$ cat config.mk
export PLATFORM = sky130hd
export DESIGN_NAME = adder_table_loader
export DESIGN_NICKNAME = d
export VERILOG_FILES = /design/src/rtl/adder_table_loader.sv
export SDC_FILE = /design/constraint.sdc
export NUM_CORES = 1
export LEC_CHECK = 0
export CAP_MARGIN = 20
export CELL_PAD_IN_SITES_DETAIL_PLACEMENT = 1
export CELL_PAD_IN_SITES_GLOBAL_PLACEMENT = 1
export CORE_ASPECT_RATIO = 0.8
export CORE_MARGIN = 3
export CORE_UTILIZATION = 40
export DETAILED_ROUTE_END_ITERATION = 8
export GPL_ROUTABILITY_DRIVEN = 0
export GPL_TIMING_DRIVEN = 0
export PLACE_DENSITY_LB_ADDON = 0.2
export SETUP_SLACK_MARGIN = 0.2
export SLEW_MARGIN = 10
export SYNTH_ARGS = -nofsm -noshare
export SYNTH_HDL_FRONTEND = slang
export SYNTH_SLANG_ARGS = --single-unit
$ cat constraint.sdc
create_clock -name clk -period 2.5 [get_ports clk]
set_clock_uncertainty 0.05 [all_clocks]
set_input_delay 0.625 -clock clk [delete_from_list [all_inputs] [get_ports clk]]
set_output_delay 0.625 -clock clk [all_outputs]
set_load 0.02 [all_outputs]
$ cat src/rtl/adder_table_loader.sv
// adder_table_loader: serial loader for the TCAM adder slice tables.
// Assembles, checks and commits 8 cell entries plus 128 sum entries.
module adder_table_loader #(
  parameter int ADD_DEPTH = 8,
  parameter int ADD_W     = 2,
  parameter int SUM_DEPTH = 128,
  parameter int SUM_W     = 5,
  parameter int CSUM_W    = 8
) (
  input  logic                         clk,
  input  logic                         rst_n,
  input  logic                         start,
  input  logic                         abort,
  input  logic [CSUM_W-1:0]            exp_csum,
  input  logic                         in_valid,
  output logic                         in_ready,
  input  logic [SUM_W-1:0]             in_data,
  output logic [ADD_DEPTH*ADD_W-1:0]   data_add,
  output logic [SUM_DEPTH*SUM_W-1:0]   data,
  output logic                         write_en,
  output logic                         busy,
  output logic                         done,
  output logic                         err,
  output logic                         table_valid
);

  localparam int CNT_W = $clog2(SUM_DEPTH);
  localparam int AI_W  = $clog2(ADD_DEPTH);

  typedef enum logic [2:0] {
    S_IDLE,
    S_LOAD_ADD,
    S_LOAD_SUM,
    S_CHECK,
    S_COMMIT,
    S_FAIL
  } state_t;

  state_t            state_q, state_d;
  logic [CNT_W-1:0]  cnt_q;
  logic [CSUM_W-1:0] csum_q;
  logic [CSUM_W-1:0] exp_q;
  logic              fmt_q;
  logic              err_q;
  logic              tv_q;
  logic [ADD_W-1:0]  add_q [ADD_DEPTH];
  logic [SUM_W-1:0]  sum_q [SUM_DEPTH];

  logic loading;
  logic beat;
  logic last_add;
  logic last_sum;
  logic check_ok;
  logic go;

  assign loading  = (state_q == S_LOAD_ADD) || (state_q == S_LOAD_SUM);
  assign beat     = loading && in_valid && !abort;
  assign last_add = cnt_q == CNT_W'(ADD_DEPTH-1);
  assign last_sum = cnt_q == CNT_W'(SUM_DEPTH-1);
  assign check_ok = (csum_q == exp_q) && !fmt_q;
  assign go       = (state_q == S_IDLE) && start;

  always_ff @(posedge clk or negedge rst_n) begin
    if (!rst_n) begin
      state_q <= S_IDLE;
    end else begin
      state_q <= state_d;
    end
  end

  always_comb begin
    state_d = state_q;
    unique case (state_q)
      S_IDLE: begin
        if (start) state_d = S_LOAD_ADD;
      end
      S_LOAD_ADD: begin
        if (abort) state_d = S_IDLE;
        else if (beat && last_add) state_d = S_LOAD_SUM;
      end
      S_LOAD_SUM: begin
        if (abort) state_d = S_IDLE;
        else if (beat && last_sum) state_d = S_CHECK;
      end
      S_CHECK: begin
        state_d = check_ok ? S_COMMIT : S_FAIL;
      end
      S_COMMIT: state_d = S_IDLE;
      S_FAIL:   state_d = S_IDLE;
      default:  state_d = S_IDLE;
    endcase
  end

  always_ff @(posedge clk or negedge rst_n) begin
    if (!rst_n) begin
      cnt_q  <= '0;
      csum_q <= '0;
      exp_q  <= '0;
      fmt_q  <= 1'b0;
      err_q  <= 1'b0;
      tv_q   <= 1'b0;
    end else begin
      if (go) begin
        exp_q  <= exp_csum;
        err_q  <= 1'b0;
        cnt_q  <= '0;
        csum_q <= '0;
        fmt_q  <= 1'b0;
      end
      if (beat) begin
        csum_q <= csum_q + CSUM_W'(in_data);
        if (state_q == S_LOAD_ADD) begin
          if (|in_data[SUM_W-1:ADD_W]) fmt_q <= 1'b1;
          cnt_q <= last_add ? '0 : cnt_q + 1'b1;
        end else begin
          cnt_q <= cnt_q + 1'b1;
        end
      end
      if (state_q == S_COMMIT) tv_q <= 1'b1;
      if (state_q == S_FAIL) err_q <= 1'b1;
    end
  end

  // Table storage is written only by accepted beats; no clear on start.
  always_ff @(posedge clk or negedge rst_n) begin
    if (!rst_n) begin
      for (int i = 0; i < ADD_DEPTH; i++) add_q[i] <= '0;
      for (int i = 0; i < SUM_DEPTH; i++) sum_q[i] <= '0;
    end else if (beat) begin
      if (state_q == S_LOAD_ADD) begin
        add_q[cnt_q[AI_W-1:0]] <= in_data[ADD_W-1:0];
      end else begin
        sum_q[cnt_q] <= in_data;
      end
    end
  end

  for (genvar i = 0; i < ADD_DEPTH; i++) begin : g_add
    assign data_add[i*ADD_W +: ADD_W] = add_q[i];
  end

  for (genvar i = 0; i < SUM_DEPTH; i++) begin : g_sum
    assign data[i*SUM_W +: SUM_W] = sum_q[i];
  end

  assign in_ready    = loading;
  assign busy        = state_q != S_IDLE;
  assign write_en    = state_q == S_COMMIT;
  assign done        = state_q == S_COMMIT;
  assign err         = err_q;
  assign table_valid = tv_q;

endmodule

==> results.ini, run 1 <==
[outcome]
status = finished, violations left
violations = negative hold slack

[route]
route.vias.total = 18500
vias_per_cell = 5.19
drt-wirelength-per-cell_um = 28.5
drt_iter0_markers = 915
drt-pass1-iter-count = 5
wirelength_um = 102000
antenna_left = 0
drc = 0

[sta]
tightest_slew_ns = 1.03
period_needed_ns = 2.47
setup_viol = 0
post-route-period-util = 0.987
max_freq_mhz = 405
timing.final.hold_violations = 106
whs_ns = -0.0798
rsz0062_at_grt = yes
final.setup.tns_ns = 0
relSlewSlack = 0.315
slew_viol_final = 0
fin_ws_ns = 0.0327

[clocking]
numCtsBuffers = 72
root_buffer = clkbuf_16
clk_pin_slew_ns = 0.07
clock_latency_ns = 0.60
cts_sinks = 685
clock_path_buffers = 3
cts_tree = built
htree_levels = 3
hold_buffers = 0

[global_route]
grt_util_all_layers = 0.280
antenna_found_initial = 2
grt_pass1_wl_um = 147000
grt_pass1_vias = 20500
grt_max_degree = 108
overflow = 0

[power]
leakagePower_nw = 20.5
powerDensity_mw_per_mm2 = 637
ir_drop_mv = 0.531

[yosys]
syn_area_mm2 = 0.0271
ys_top_cells_by_area = dfrtp_1 (63%), mux2_2 (25%), nor2_4 (2.5%)
synth_common_cells = dfrtp_1 (685), mux2_2 (600), nand2_1 (150)
synth_cell_types = 50
synthArstFlopShare = 1.00
synth_edf_count = 0
synth_top_area_frac = 0.632
ys_warn_count = 0
yosys.area.top_type = dfrtp_1
syn_inst = 1804
synth_area_per_cell_um2 = 15.0
ys_seq_area_frac = 0.632
syn-num-nets = 1829
yosysMostFrequentCell = dfrtp_1
synth-seq-cells = 685
synth_flop_cell = dfrtp_1

[layout]
multi_input_area_mm2 = 0.0111
areaGrowthSynthToFinish_pct = 47.7
nNetsFinal = 2637
regArea_mm2 = 0.0171
fillers = 6168
final_core_util = 0.603
fin_cells = 3567
drive_gt1_frac = 0.363

[setup_path]
worstPathArrival_ns = 2.91
r2r_cells = 8
endpoint_kind = register
worst-setup-path-type = reg -> reg
cp-startpoint = state_q[0]$_DFFE_PN0P_
critPathMaxFanout = 8
startpoint_type = register
r2r_slack_ns = 0.03
worst_ep_required_time_ns = 2.94
worstReg2RegStart = state_q[0]$_DFFE_PN0P_

[die]
dieWidth_um = 297
core.rowCount = 84
core-area_mm2 = 0.0664
start_util = 0.408
io_pins = 680
die_area_mm2 = 0.0710
die_h_um = 239

[worst_hold_path]
worst_hold_path_type = in -> async

[placed_design]
post-place-ws_ns = -1.13
io_buffers = 679
dp_hpwl_um = 71200
dp_cells = 3397

[flow_run]
maxCapViolations = 0

-- registers in the layout (all words and copies together), names as in the netlist --
signal,count
fmt_q,1
exp_q,8
state_q,3
data_add,16
csum_q,8
err,1
data,640
table_valid,1
cnt_q,7
-- critical path, stage by stage, from the launching register on --
cell and delay, ns:
dfrtp_1 0.37, buf_6 0.15, nor4b_4 0.31, buf_6 0.16
and3_4 0.20, buf_12 0.21, nand2_8 0.18, nor2_4 0.33
mux2_4 0.34
-- layout by cell type (no fill, tap or decap), types with 13 or more instances in the layout --
cell,netlist,layout
dlygate4sd2_1,0,13
nor2_4,60,64
mux2_4,0,317
dlymetal6s2s_1,0,110
nand2_8,8,13
buf_4,1,25
clkbuf_8,0,19
nand2_2,0,35
nor2_1,20,15
clkdlybuf4s50_1,0,550
nand2_1,150,102
clkbuf_16,0,77
clkbuf_1,80,84
mux2_2,600,290
o21ai_0,68,66
dfrtp_1,685,684
buf_6,2,24
-- logic make-up after synthesis --
kind of cell / synth area share
buffers and inverters: 0.0164
xor gates and xnor gates: 0.00420
and+or+nand+nor: 0.0727
adders and majority gates: 0.00351
AOI/OAI and AO/OA: 0.0178
DFF: 0.632
muxes: 0.254
-- stage by stage --
step	power, mW	area [um2]
finish	25.5	40100
global route	26.5	40100
CTS	25.6	39100
detailed placement	14.6	35300
global placement	14.5	35100
floorplan	13.2	27200
-- final timing paths --
path                                                to
worst min register to register     data[1]$_DFFE_PN0P_
worst min-delay path             data[216]$_DFFE_PN0P_
worst max-delay path             data[416]$_DFFE_PN0P_
worst max register to register   data[416]$_DFFE_PN0P_
max in group asynchronous        data[544]$_DFFE_PN0P_
min in group clk                state_q[1]$_DFFE_PN0P_
-- metal layers --
| layer | global-route usage | vias to the layer above | part of all wire | wire [um] |
|---|---|---|---|---|
| met2 | 0.471 | 511 | 0.50 | 51000 |
| met5 | 0 | - | 0 | 0 |
| met3 | 0.0653 | 192 | 0.052 | 5300 |
| met4 | 0.120 | 0 | 0.044 | 4460 |
| li1 | - | 7879 | - | - |
| met1 | 0.350 | 9946 | 0.40 | 41100 |
-- timing repair --
item | CTS | global route
hold endpoints to repair | 0 | 76
pin swaps | 71 | 47
resized for setup | 374 | 248
endpoints found under the setup margin | 1027 | 1199
setup buffers | 24 | 19
gates cloned | 1 | 0
-- power breakdown --
part	total, mW	internal, mW	switching, mW
Sequential	11.7	11.4	0.256
Clock	10.7	6.24	4.48
Combinational	3.10	1.21	1.89
Total	25.5	18.9	6.63
-- layout make-up --
cell class,instances,area share
Antenna cell,2,0.000125
Timing Repair Buffer,734,0.194
Tap cell,903,0.0282
Multi-Input combinational cell,1015,0.278
Clock buffer,112,0.0549
Clock inverter,12,0.00322
Inverter,5,0.000469
Sequential cell,685,0.428
Buffer,99,0.0134
Note: power is estimated with default switching activity, not from simulation.
==> run 2: changes to the inputs <==
- CORE_AREA: unset -> 3 3 262 264
- CORE_ASPECT_RATIO: 0.8 -> unset
- CORE_MARGIN: 3 -> unset
- CORE_UTILIZATION: 40 -> unset
- DIE_AREA: unset -> 0 0 265 267
- DONT_BUFFER_PORTS: unset -> 1
==> results.ini, run 2 (same netlist as run 1, synthesis figures left out) <==
[layout]
final_core_util = 0.489  ; -0.114
nNetsFinal = 1938  ; -27%
fillers = 6466  ; +4.8%
areaGrowthSynthToFinish_pct = 20.5
fin_cells = 2843  ; -20%
final_common_cell = dfrtp_1
finish.instance_area_mm2 = 0.0327  ; -18%
final_cell_mix = dfrtp_1 (684), mux2_4 (312), mux2_2 (293)
regArea_mm2 = 0.0171  ; unchanged
drive_gt1_frac = 0.478  ; +0.114
largest_register_ffs = 640  ; unchanged
multi_input_area_mm2 = 0.0110  ; -1.2%

[die]
dieWidth_um = 265  ; -11%
core-area_mm2 = 0.0668  ; +0.57%
io_pins = 680  ; unchanged
die_h_um = 267  ; +12%
start_util = 0.406  ; -0.00231
core.rowCount = 95  ; +13%
die_area_mm2 = 0.0708  ; -0.33%

[sta]
max_freq_mhz = 414  ; +2.1%
rsz0062_at_grt = yes
relSlewSlack = -1.20  ; -1.51
slew_viol_final = 453  ; +453
setup_viol = 0  ; unchanged
whs_ns = -0.330  ; -0.250 ns
post-route-period-util = 0.967  ; -0.0202
tightest_slew_ns = 3.30  ; +2.27 ns
fin_ws_ns = 0.0833  ; +0.0506 ns
timing.final.hold_violations = 232  ; +120%
period_needed_ns = 2.42  ; -0.0506 ns

[power]
power_frac_comb = 0.070  ; -0.052
p_switching_mw = 6.33  ; -4.4%
pwr-share-seq = 0.474  ; +0.016
ir_drop_mv = 0.552  ; +4.0%
clkPwrFrac = 0.456  ; +0.036
p_int_mw = 19.1  ; +1.3%
powerDensity_mw_per_mm2 = 779  ; +22%
leakagePower_nw = 15.9  ; -22%
swShare = 0.249  ; -0.0110

[clocking]
cts_sinks = 685  ; unchanged
root_buffer = clkbuf_16
clock_path_buffers = 3  ; unchanged
clock_latency_ns = 0.60  ; about the same
cts_tree = built
numCtsBuffers = 75  ; +4.2%
htree_levels = 3  ; unchanged
clk_pin_slew_ns = 0.06  ; about the same

[setup_path]
r2r_slack_ns = 0.13  ; +0.10 ns
startpoint_type = register
r2r_cells = 8  ; unchanged
timing.rr.end = data[504]$_DFFE_PN0P_
slowest_stage = nor3b_4
worstPathArrival_ns = 1.74  ; -1.17 ns
worst_ep_required_time_ns = 1.82  ; -1.12 ns
worstReg2RegStart = state_q[0]$_DFFE_PN0P_
crit_chain = buf_6, nor3b_4, buf_6
max_stage_delay_ns = 0.43  ; +0.06 ns
worst-setup-path-type = reg -> out
endpoint_kind = output port
critPathMaxFanout = 10  ; +2
cp_common_cell = buf_6

[route]
drc = 0  ; unchanged
drt_iter0_markers = 863  ; -5.7%
vias_per_cell = 5.55  ; +6.8%
route.vias.total = 15800  ; -15%
drt-wirelength-per-cell_um = 32.7  ; +15%
wirelength_um = 93000  ; -8.7%
antenna_left = 0  ; unchanged
drt-pass1-iter-count = 5  ; unchanged

[global_route]
antenna_found_initial = 5  ; +3
grt_pass1_wl_um = 127000  ; -13%
overflow = 0  ; unchanged
grt_max_degree = 686  ; +540%
grt_pass1_vias = 16800  ; -18%
grt_util_all_layers = 0.250  ; -0.0297

[outcome]
status = finished, violations left
violations = negative hold slack, max-slew violations

[worst_hold_path]
worst_hold_path_type = in -> async

[placed_design]
post-place-ws_ns = -0.619  ; +0.510 ns
dp_hpwl_um = 65000  ; -8.6%
io_buffers = 0  ; -100%
dp_cells = 2682  ; -21%
placed_area_mm2 = 0.0283  ; -20%

[flow_run]
maxCapViolations = 0  ; unchanged

[run 2: timing repair]
item	in CTS	in global routing
pin swaps	8	72
gates cloned	0	0
setup buffers	17	10
hold endpoints to repair	685	685
endpoints found under the setup margin	659	521
resized for setup	59	363
[run 2: worst max-delay path, delay by kind of cell, from the launching register on]
kind	cells	cell delay (ns)
and+or+nand+nor	1	0.43
buffers and inverters	2	0.33
DFF	1	0.37
[run 2: worst max-delay path by stage]
stage | from | to | slack, ns | cells after the start
global route | state_q[1]$_DFFE_PN0P_ | write_en | 0.003 | 3
global placement | abort | data[155]$_DFFE_PN0P_ | -0.90 | 5
floorplan | in_data[1] | csum_q[6]$_DFFE_PN0P_ | 0.23 | 10
detailed placement | abort | data[258]$_DFFE_PN0P_ | -0.62 | 5
CTS | state_q[2]$_DFFE_PN0P_ | write_en | 0.04 | 3
finish | state_q[1]$_DFFE_PN0P_ | write_en | 0.08 | 3
[run 2: metal layers]
metal	up-vias	routed length, um	GRT usage
li1	6487	-	-
met1	8564	35300	0.289
met2	550	45600	0.419
met3	170	8260	0.0984
met4	4	3870	0.102
met5	-	30	0
[run 2: power by group through the flow]
stage / logic [mW] / clock network (mW) / registers (mW)
after CTS: 1.70 / 11.9 / 12.1
after global placement: 1.49 / 0 / 12.3
after detailed placement: 1.55 / 0 / 12.3
after global routing: 1.96 / 12.4 / 12.1
after floorplan: 1.11 / 0 / 12.1
final: 1.78 / 11.6 / 12.1
[run 2: per-stage QoR]
stage / power, mW / setup TNS, ns / hold slack (ns)
floorplan: 13.2 / 0 / 0.279
global route: 26.5 / 0 / -0.381
CTS: 25.6 / 0 / -0.373
global placement: 13.8 / -122.91 / 0.295
detailed placement: 13.8 / -115.13 / 0.295
finish: 25.5 / 0 / -0.330
[run 2: final cells by class]
type                       instances  share of cell area
antenna                            2            0.000153
clock inverter                    28              0.0133
sequential                       685               0.524
inverter                           5            0.000574
tap                              873              0.0334
timing repair buffer              32              0.0116
multi-input combinational       1015               0.336
clock buffer                     104              0.0651
buffer                            99              0.0154
